**src/rtl/branch_unit.sv**
```systemverilog
// Branch unit: RV32I branch condition evaluation with a registered decision
// and saturating statistics counters for evaluated and taken branches.
module branch_unit #(
  parameter int CNT_W = 16
) (
  input  logic             clk,
  input  logic             rst_n,
  input  logic [2:0]       funct3,
  input  logic [31:0]      rs1_val,
  input  logic [31:0]      rs2_val,
  input  logic             branch_en,
  output logic             take_branch,
  output logic             invalid_funct3,
  output logic             take_branch_q,
  output logic [CNT_W-1:0] eval_count,
  output logic [CNT_W-1:0] taken_count
);

  localparam logic [CNT_W-1:0] CntMax = {CNT_W{1'b1}};
  localparam logic [CNT_W-1:0] CntOne = CNT_W'(1);

  logic             operandsEqual;
  logic             signedLess;
  logic             unsignedLess;
  logic             takeBranch_q;
  logic [CNT_W-1:0] evalCount_q;
  logic [CNT_W-1:0] evalCount_d;
  logic [CNT_W-1:0] takenCount_q;
  logic [CNT_W-1:0] takenCount_d;

  // Shared comparators: one equality, one signed and one unsigned less-than.
  assign operandsEqual = (rs1_val == rs2_val);
  assign signedLess    = ($signed(rs1_val) < $signed(rs2_val));
  assign unsignedLess  = (rs1_val < rs2_val);

  // Decision is an and-or of decoded codes: unused codes give 0, and unknown
  // inputs propagate as X instead of silently falling into a default arm.
  always_comb begin
    take_branch = ((funct3 == 3'b000) &  operandsEqual)
                | ((funct3 == 3'b001) & ~operandsEqual)
                | ((funct3 == 3'b100) &  signedLess)
                | ((funct3 == 3'b101) & ~signedLess)
                | ((funct3 == 3'b110) &  unsignedLess)
                | ((funct3 == 3'b111) & ~unsignedLess);
  end

  // Codes 010 and 011 are not branch conditions in RV32I.
  assign invalid_funct3 = (funct3[2:1] == 2'b01);

  // Next counter values: count enabled cycles, saturating at all-ones.
  always_comb begin
    evalCount_d  = evalCount_q;
    takenCount_d = takenCount_q;
    if (branch_en) begin
      if (evalCount_q != CntMax) begin
        evalCount_d = evalCount_q + CntOne;
      end
      if (take_branch && (takenCount_q != CntMax)) begin
        takenCount_d = takenCount_q + CntOne;
      end
    end
  end

  // State registers; reset clears the registered decision and statistics at once.
  always_ff @(posedge clk or negedge rst_n) begin
    if (!rst_n) begin
      takeBranch_q <= 1'b0;
      evalCount_q  <= '0;
      takenCount_q <= '0;
    end else begin
      takeBranch_q <= take_branch;
      evalCount_q  <= evalCount_d;
      takenCount_q <= takenCount_d;
    end
  end

  assign take_branch_q = takeBranch_q;
  assign eval_count    = evalCount_q;
  assign taken_count   = takenCount_q;

endmodule

```
**config.mk**
```make
export PLATFORM = sky130hd
export DESIGN_NAME = branch_unit
export DESIGN_NICKNAME = d
export VERILOG_FILES = /design/src/rtl/branch_unit.sv
export SDC_FILE = /design/constraint.sdc
export NUM_CORES = 1
export LEC_CHECK = 0
export ABC_AREA = 1
export CAP_MARGIN = 20
export CORE_MARGIN = 2
export CORE_UTILIZATION = 40
export DETAILED_ROUTE_END_ITERATION = 12
export HOLD_SLACK_MARGIN = 0.06
export PLACE_DENSITY_LB_ADDON = 0.15
export SLEW_MARGIN = 10
export SYNTH_ARGS = -nofsm -noshare
export SYNTH_HDL_FRONTEND = slang
export SYNTH_SLANG_ARGS = --single-unit
export TNS_END_PERCENT = 5
```
**constraint.sdc**
```tcl
create_clock -name clk -period 2.7 [get_ports clk]
set_clock_uncertainty 0.2 [all_clocks]
set_input_delay 0.54 -clock clk [delete_from_list [all_inputs] [get_ports clk]]
set_output_delay 0.54 -clock clk [all_outputs]
set_load 0.01 [all_outputs]
```
==> results of run 1 <==
-- state kept, by name, summed over array words and instances (netlist names) --
name	flops
eval_count	16
taken_count	16
take_branch_q	1
-- layer usage --
layer  vias up  routed length (um)  global-route usage, %
met3         9                 328                  4.455
met2        74                3604                  35.74
met1      1307                3133                  23.03
met5         -                   0                      0
met4         0                  70                  3.835
li1       1421                   -                      -
-- worst max-delay path by stage --
stage,startpoint,end,slack (ps),cells after the start
floorplan,rs2_val[31],take_branch,20,14
global placement,rs2_val[31],take_branch,-860,14
detailed placement,rs2_val[31],take_branch,-900,14
CTS,rs2_val[28],take_branch,-70,15
global route,rs2_val[31],take_branch,-220,15
finish,rs2_val[31],take_branch,-110,15
-- cells in the final DEF (no fill, tap or decap), types with 2 or more instances in the layout --
| cell | netlist | routed |
|---|---|---|
| a21oi_1 | 14 | 5 |
| a21oi_2 | 0 | 9 |
| buf_2 | 1 | 37 |
| buf_4 | 2 | 11 |
| buf_6 | 3 | 15 |
| clkbuf_8 | 0 | 5 |
| clkdlybuf4s15_1 | 0 | 7 |
| clkdlybuf4s15_2 | 0 | 3 |
| clkdlybuf4s50_1 | 0 | 38 |
| clkinv_2 | 0 | 2 |
| dfrtp_1 | 33 | 33 |
| dlygate4sd2_1 | 0 | 2 |
| ha_1 | 34 | 6 |
| ha_4 | 0 | 28 |
| inv_1 | 66 | 38 |
| inv_2 | 0 | 26 |
| inv_4 | 0 | 2 |
| nand2_1 | 102 | 87 |
| nand2_2 | 0 | 10 |
| nand2_4 | 0 | 5 |
| nand3_1 | 22 | 21 |
| nand3_2 | 3 | 3 |
| nand4_1 | 22 | 22 |
| nor2_1 | 27 | 20 |
| nor2_2 | 4 | 6 |
| nor2_4 | 0 | 5 |
| nor3_1 | 3 | 3 |
| o21a_1 | 2 | 2 |
| xnor2_1 | 11 | 11 |
| xor2_1 | 15 | 15 |
-- layout make-up --
cell class | instances | area [um2] | share of cell area, %
multi-input cells | 268 | 2130 | 48.95
repair buffers | 115 | 955.9 | 21.97
flip-flops and latches | 33 | 825.8 | 18.98
inverters | 66 | 252.7 | 5.810
well taps | 80 | 100.1 | 2.301
clock buffers | 5 | 68.82 | 1.582
clock inverters | 3 | 17.52 | 0.4026
-- what timing repair did --
item	in CTS	in global routing
endpoints found under the setup margin	17	15
gates resized for setup	317	14
pin swaps	81	14
buffers inserted	2	1
gates cloned	0	0
-- critical path: stages --
cell	delay, ps
buf_6	70
inv_4	30
ha_4	260
nand2_4	60
nor2_4	100
nand2_2	80
nor3b_4	260
buf_4	170
a21boi_2	50
nor2_1	110
inv_1	50
nand2_1	70
nor2_2	40
nand3_2	70
buf_6	110
-- metrics by stage --
| step | TNS [ps] | setup slack [ps] | hold WS (ps) | area [um2] | instances |
|---|---|---|---|---|---|
| finish | -111.1 | -111.1 | 292.9 | 4350 | 570 |
| global route | -861.7 | -224.1 | 319.0 | 4350 | 570 |
| CTS | -67.34 | -67.34 | 301.3 | 4313 | 569 |
| detailed placement | -10460 | -902.3 | 287.7 | 3892 | 559 |
| global placement | -9380 | -863.0 | 280.7 | 3892 | 559 |
| floorplan | 0 | 20.77 | 44.41 | 2749 | 374 |
-- logic make-up (layout without fill, tap and decap cells) --
| kind of cell | Yosys count | count (layout) |
|---|---|---|
| compound gates | 20 | 20 |
| flops | 33 | 33 |
| fa+ha+maj | 34 | 34 |
| xor+xnor | 26 | 26 |
| simple gates | 188 | 188 |
| buf+inv | 73 | 189 |
-- cells in the mapped netlist (all sizes together) --
library cell,instances,area [um2]
nor2,31,126.4
o21a,2,15.01
buf,7,57.54
ha,34,425.4
a21boi,1,7.510
or4,1,11.26
nor3b,2,25.02
nand4,22,137.6
nand2,102,382.9
nor3,4,25.02
xnor2,11,96.34
nor4,1,6.260
xor2,15,131.4
nand3,25,140.1
a21o,1,7.510
dfrtp,33,825.8
a21oi,14,70.07
inv,66,247.7
o21ai,2,10.01
-- power by group --
group	internal [mW]	leakage (nW)	switching, mW
clock network	0.178	0.0439	0.193
logic	0.403	1.61	0.344
registers	0.575	0.436	0.105
==> flow_summary.yaml, run 1 <==
logic_synthesis:
  synthAdderAreaFrac_pct: 15.48
  synth_xor_area_share_pct: 8.284
  seq_area_frac_synth_pct: 30.04
  syn_inst: 374
  synth_compound_area_share_pct: 4.005
  yosys.area_share.simple_pct: 31.09
  synthDistinctLibCells: 25
  synth_mux_area_share_pct: 0
  syn-cell-area_mm2: 0.002749
  synth.avg_cell_area_um2: 7.350
  synth_nets: 478
  yosys_warnings: 0
  ys_seq_elements: 33
  synth_top_family_by_area: "simple AND/OR/NAND/NOR gates"
grt:
  grt_pass1_vias: 2841
  grt-ovfl-total: 0
  grt_antenna_before_repair: 0
  grt_max_degree: 34
  grtUsageTotal_pct: 19.44
  grt_pass1_wl_um: 11900
cts:
  cts_sinks: 33
  cts_made_buffers: 5
  clockBufferDepth: 2
  cts_tree: "built"
  insertion_delay_ps: 290
  hold_buffers: 0
  path_clk_slew_ps: 70
  root_buffer: "clkbuf_8"
  htree_levels: 2
power_and_ir_drop:
  peakVddDrop_mv: 0.4338
  p_total_mw: 1.798
  cellLeakagePower_nw: 2.088
  p_per_area_mw_per_mm2: 413.3
floorplanning:
  initial_core_util_pct: 40.91
  coreArea_mm2: 0.006719
  ios: 105
  num_rows: 30
  die_area_mm2: 0.007552
  die_w_um: 86.90
  fp.dieH_um: 86.90
route:
  viasPerCell: 4.932
  route.detailed.drc: 0
  vias: 2811
  ant_nets: 0
  first_pass_iters: 4
  avgRoutedWirePerCell_um: 12.52
  routed_wl_um: 7137
  drtIter0Drc: 83
placement:
  dp_hpwl_um: 5078
  place_congestion: 0.8732
  port_buffers: 104
worst_setup_path:
  path_max_fanout: 3
  rr_startpoint: "eval_count[0]$_DFFE_PN0P_"
  reg2reg_to: "eval_count[15]$_DFFE_PN0P_"
  arrival_ps: 2070
  reg2reg_depth: 14
  required_ps: 1960
  cp-end-kind: "primary output"
  critPathKind: "input pin to primary output"
  start_kind: "input pin"
  rrSetupSlack_ps: 330
status:
  status: "finished, violations left"
  violations: "setup timing"
timing:
  setup_slack_ps: -111.1
  relSlewSlack_pct: 71.68
  max_slew.worst_pin.slew_ps: 424.8
  hold_violations: 0
  finalCritPeriodShare_pct: 104.1
  rsz0062_at_grt: "yes"
  fin_crit_ps: 2811
  drv_slew: 0
  setup_viol: 1
  max_freq_ghz: 0.3557
final_layout:
  area_growth_pct: 58.26
  fillCellCount: 586
  n_antenna_cell: 0
  fin_util_pct: 64.75
  drive_gt1_share_pct: 35.71
  layout.nets: 593
worst_hold_path:
  hp-start: "eval_count[14]$_DFFE_PN0P_"
  whs_endpoint: "eval_count[14]$_DFFE_PN0P_"
  whs_path_depth: 1
  hold_class: "flip-flop to flip-flop"
job:
  drv_cap: 0
No activity file was read; power rests on OpenSTA's default activity.
==> run 2: changes to the inputs <==
PLACE_DENSITY = 0.83   (was unset)
PLACE_DENSITY_LB_ADDON = unset   (was 0.15)
==> run 2 against run 1 <==
The flow still finishes with violations (setup timing). Non-clock buffer count grew 4. Register-to-register slack lost 60 ps. Critical endpoint unchanged. First-iteration DRC count grew 41%. Sequential cell count is the same. Global-route usage grew 1.1 points. Sequential share of layout area shrank 0.060 points.
==> flow_summary.yaml, run 2 (synthesis gave the netlist of run 1 again) <==
power_and_ir_drop:
  combPwrFrac_pct: 40.2
  switchingPower_mw: 0.6423
  switching_share_pct: 33.30
  p_total_mw: 1.929
  p_per_area_mw_per_mm2: 442.0
  clkPwrFrac_pct: 24.5
  peakVddDrop_mv: 0.2557
  seq_power_share_pct: 35.3
  cellLeakagePower_nw: 2.102
  p_int_mw: 1.287
timing:
  max_slew.worst_pin.slew_ps: 420.1
  relSlewSlack_pct: 71.99
  finalCritPeriodShare_pct: 104.9
  holdWs_ps: 300.8
  drv_slew: 0
  setup_viol: 1
  max_freq_ghz: 0.3532
  hold_violations: 0
  setup_slack_ps: -131.4
  final.setup.tns_ps: -131.4
  fin_crit_ps: 2831
  rsz0062_at_grt: "yes"
final_layout:
  stdcell_count: 574
  drive_gt1_share_pct: 34.01
  layout.nets: 597
  area_growth_pct: 58.76
  n_antenna_cell: 0
  fin_util_pct: 64.95
  fillCellCount: 562
  fin_area_mm2: 0.004364
  final_cell_mix: "85 x nand2_1, 42 x inv_1, 39 x clkdlybuf4s50_1, 34 x buf_2, 33 x dfrtp_1"
  final_common_cell: "nand2_1"
worst_setup_path:
  rr_startpoint: "eval_count[0]$_DFFE_PN0P_"
  critPathKind: "input pin to primary output"
  cp-end-kind: "primary output"
  rrSetupSlack_ps: 270
  reg2reg_to: "eval_count[15]$_DFFE_PN0P_"
  reg2reg_depth: 14
  crit_family: "simple AND/OR/NAND/NOR gates"
  crit_chain: "clkdlybuf4s15_1 > inv_2 > ha_4 > nand2_4 > nor2_4 > nand2_2 > nor2_4 > nand3_2 > nand2_1 > nor2_1 > inv_1 > nand2_1 > nor2_2 > nand3_4 > buf_6"
  arrival_ps: 2090
  start_kind: "input pin"
  required_ps: 1960
  critPathMaxStageDelay_ps: 280
  slowest_stage: "ha_4"
  path_max_fanout: 2
  cp.buffers_inverters: 4
grt:
  grt_max_degree: 34
  grt-ovfl-total: 0
  grtUsageTotal_pct: 20.57
  grt_antenna_before_repair: 0
  grt_pass1_vias: 2809
  grt_pass1_wl_um: 12460
cts:
  cts_made_buffers: 5
  path_clk_slew_ps: 70
  htree_levels: 2
  hold_buffers: 0
  cts_sinks: 33
  cts_tree: "built"
  clockBufferDepth: 2
  insertion_delay_ps: 280
  root_buffer: "clkbuf_8"
job:
  drv_cap: 0
floorplanning:
  initial_core_util_pct: 40.91
  die_area_mm2: 0.007552
  ios: 105
  fp.dieH_um: 86.90
  coreArea_mm2: 0.006719
  num_rows: 30
  die_w_um: 86.90
worst_hold_path:
  whs_endpoint: "eval_count[14]$_DFFE_PN0P_"
  hp-start: "eval_count[14]$_DFFE_PN0P_"
  hold_class: "flip-flop to flip-flop"
  whs_path_depth: 1
route:
  viasPerCell: 4.995
  routed_wl_um: 8029
  drtIter0Drc: 117
  first_pass_iters: 4
  vias: 2867
  avgRoutedWirePerCell_um: 13.99
  ant_nets: 0
  route.detailed.drc: 0
status:
  violations: "setup timing"
  status: "finished, violations left"
placement:
  place_congestion: 0.8809
  dp_hpwl_um: 5482
  port_buffers: 104
  dp_cells: 562
  placed_area_mm2: 0.003915
  pre_cts_ws_ps: -969.6
[run 2: cell types whose count changed in the layout (fill, tap and decap cells not counted), moves of 3 or more]
cell / delta
buf_2: -3
buf_6: -3
clkbuf_2: +8
ha_1: +3
ha_4: -3
inv_1: +4
inv_2: -4
nand2_2: +5
nand2_4: -3
[run 2: repair_timing]
| action | 4_1_cts | 5_1_grt |
|---|---|---|
| pin swaps | 71 | 35 |
| setup buffers | 4 | 0 |
| gates resized for setup | 264 | 49 |
| hold endpoints to repair | 0 | 0 |
| endpoints found under the setup margin | 17 | 17 |
[run 2: how the worst max path moves through the flow]
| stage | slack [ps] | start | endpoint | cells after the start |
|---|---|---|---|---|
| floorplan | 20 | rs2_val[31] | take_branch | 14 |
| global placement | -840 | rs2_val[31] | take_branch | 14 |
| detailed placement | -970 | rs2_val[31] | take_branch | 14 |
| CTS | -130 | rs2_val[29] | take_branch | 15 |
| global route | -260 | rs2_val[31] | take_branch | 14 |
| finish | -130 | rs2_val[15] | take_branch | 15 |
[run 2: final cells by class]
| type | instances | area (um2) | share of cell area, % |
|---|---|---|---|
| clock buffers | 7 | 86.33 | 1.978 |
| clock inverters | 1 | 30.03 | 0.6881 |
| inverters | 66 | 252.7 | 5.791 |
| multi-input cells | 268 | 2097 | 48.05 |
| flip-flops and latches | 33 | 825.8 | 18.92 |
| well taps | 80 | 100.1 | 2.294 |
| repair buffers | 119 | 972.2 | 22.28 |
[run 2: worst reg2reg max path, stage by stage, from the launching register on]
cell and delay [ps]:
dfrtp_1 420, ha_1 240, nand3_1 90, inv_1 50
nand4_1 110, nor2_1 70, nand2_1 50, nand2_1 110
nor2_1 200, nand2_1 130, nor2_2 150, nand2_1 120
nor2_1 170, nand2_1 90, xnor2_1 120
[run 2: power groups by stage]
stage	Combinational (mW)	Sequential [mW]	Clock, mW
after global placement	0.650	0.686	0
after CTS	0.715	0.681	0.483
after global routing	0.852	0.694	0.510
after floorplan	0.286	0.710	0
final	0.775	0.680	0.473
after detailed placement	0.672	0.689	0
[run 2: layer usage]
metal  track usage [%]  vias up  wire, um
met5                 0        -         0
met4             4.261        0       193
met3             3.223       14       343
met2             39.14       92      4353
met1             24.10     1333      3140
li1                  -     1428         -
==> run 3: changes to the inputs <==
HOLD_SLACK_MARGIN = unset   (was 0.06)
SKIP_LAST_GASP = 1   (was unset)
==> run 3 against run 2 <==
The run still ends with setup timing left. Clock power about the same. Register-to-register slack hardly changed. Critical path depth unchanged. Setup slack got worse by 12 ps. Combinational power decreased by 1%. Wire length down 0.32%. Clock-buffer cell count is the same. Fmax fell by 0.42%. Critical path type unchanged.
==> flow_summary.yaml, run 3 (synthesis gave the netlist of run 1 again) <==
worst_setup_path:
  reg2reg_to: "eval_count[15]$_DFFE_PN0P_"
  arrival_ps: 2100
  cp.buffers_inverters: 4
  path_max_fanout: 3
  rr_startpoint: "eval_count[0]$_DFFE_PN0P_"
  required_ps: 1960
  reg2reg_depth: 14
  start_kind: "input pin"
  critPathKind: "input pin to primary output"
  crit_family: "simple AND/OR/NAND/NOR gates"
  cp-end-kind: "primary output"
  slowest_stage: "ha_4"
  crit_chain: "clkdlybuf4s15_1 > inv_2 > ha_4 > nand2_1 > nor2_2 > nand2_2 > inv_1 > nand2_1 > nand2_1 > nand2_2 > nand2_2 > nor2_1 > nor2_2 > nand3_4 > buf_6"
  rrSetupSlack_ps: 270
  critPathMaxStageDelay_ps: 250
cts:
  path_clk_slew_ps: 70
  cts_tree: "built"
  htree_levels: 2
  cts_sinks: 33
  cts_made_buffers: 5
  root_buffer: "clkbuf_8"
  hold_buffers: 0
  insertion_delay_ps: 280
  clockBufferDepth: 2
timing:
  drv_slew: 0
  fin_crit_ps: 2843
  rsz0062_at_grt: "yes"
  max_freq_ghz: 0.3517
  holdWs_ps: 299.5
  setup_viol: 14
  hold_violations: 0
  setup_slack_ps: -143.4
  finalCritPeriodShare_pct: 105.3
  relSlewSlack_pct: 72.04
  final.setup.tns_ps: -534.3
  max_slew.worst_pin.slew_ps: 419.4
job:
  drv_cap: 0
floorplanning:
  die_w_um: 86.90
  fp.dieH_um: 86.90
  initial_core_util_pct: 40.91
  die_area_mm2: 0.007552
  num_rows: 30
  coreArea_mm2: 0.006719
  ios: 105
grt:
  grt_antenna_before_repair: 0
  grt_pass1_vias: 2809
  grt_max_degree: 34
  grtUsageTotal_pct: 20.57
  grt_pass1_wl_um: 12460
  grt-ovfl-total: 0
final_layout:
  stdcell_count: 574
  fin_util_pct: 64.62
  n_antenna_cell: 0
  final_cell_mix: "85 x nand2_1, 42 x inv_1, 39 x clkdlybuf4s50_1, 34 x buf_2, 33 x dfrtp_1"
  fin_area_mm2: 0.004342
  final_common_cell: "nand2_1"
  layout.nets: 597
  area_growth_pct: 57.94
  drive_gt1_share_pct: 33.81
route:
  drtIter0Drc: 116
  vias: 2895
  ant_nets: 0
  first_pass_iters: 4
  viasPerCell: 5.044
  routed_wl_um: 8003
  route.detailed.drc: 0
  avgRoutedWirePerCell_um: 13.94
status:
  status: "finished, violations left"
  violations: "setup timing"
power_and_ir_drop:
  cellLeakagePower_nw: 2.094
  p_per_area_mw_per_mm2: 442.2
  peakVddDrop_mv: 0.2557
placement:
  placed_area_mm2: 0.003915
  dp_hpwl_um: 5482
  place_congestion: 0.8809
  dp_cells: 562
  port_buffers: 104
worst_hold_path:
  hold_class: "flip-flop to flip-flop"
  whs_path_depth: 1
  hp-start: "eval_count[14]$_DFFE_PN0P_"
  whs_endpoint: "eval_count[14]$_DFFE_PN0P_"
[run 3: metrics by stage]
stage          total power [mW]  setup slack, ps
5_1_grt                   2.046           -261.3
3_3_place_gp              1.336           -837.4
4_1_cts                   1.879           -128.8
6_report                  1.920           -143.4
2_1_floorplan            0.9958            20.77
3_5_place_dp              1.361           -969.6
[run 3: worst max-delay path by stage]
stage                       end  slack (ps)   startpoint  depth (start not counted)
floorplan           take_branch          20  rs2_val[31]                         14
global placement    take_branch        -840  rs2_val[31]                         14
detailed placement  take_branch        -970  rs2_val[31]                         14
CTS                 take_branch        -130  rs2_val[29]                         15
global route        take_branch        -260  rs2_val[31]                         14
finish              take_branch        -140  rs2_val[10]                         15
[run 3: routing by layer]
layer | vias up | global-route usage, % | part of all wire, %
met4 | 0 | 4.261 | 2.1
li1 | 1429 | - | -
met3 | 14 | 3.223 | 4.3
met2 | 105 | 39.14 | 55
met5 | - | 0 | 0
met1 | 1347 | 24.10 | 39
[run 3: cell type report]
| cell class | count | area, um2 |
|---|---|---|
| Fill cell | 568 | 2377 |
| Multi-Input combinational cell | 268 | 2090 |
| Timing Repair Buffer | 119 | 957.2 |
| Sequential cell | 33 | 825.8 |
| Inverter | 66 | 252.7 |
| Tap cell | 80 | 100.1 |
| Clock buffer | 7 | 86.33 |
| Clock inverter | 1 | 30.03 |
[run 3: worst reg2reg max path: cells and delay by family (launching register included)]
kind | cells | cell delay [ps]
xor+xnor | 1 | 120
fa+ha+maj | 1 | 240
simple gates | 11 | 1290
buf+inv | 1 | 50
flops | 1 | 420
[run 3: power by group]
part | switching (mW) | internal, mW | total, mW
clock network | 0.174 | 0.301 | 0.474
logic | 0.362 | 0.403 | 0.765
registers | 0.106 | 0.575 | 0.681
total | 0.641 | 1.28 | 1.92
[run 3: repair_timing]
item | 4_1_cts | 5_1_grt
pin swaps | 71 | 35
setup endpoints to repair | 17 | 17
endpoints found under the hold margin | 0 | 0
resized for setup | 264 | 42
buffers inserted | 4 | 0
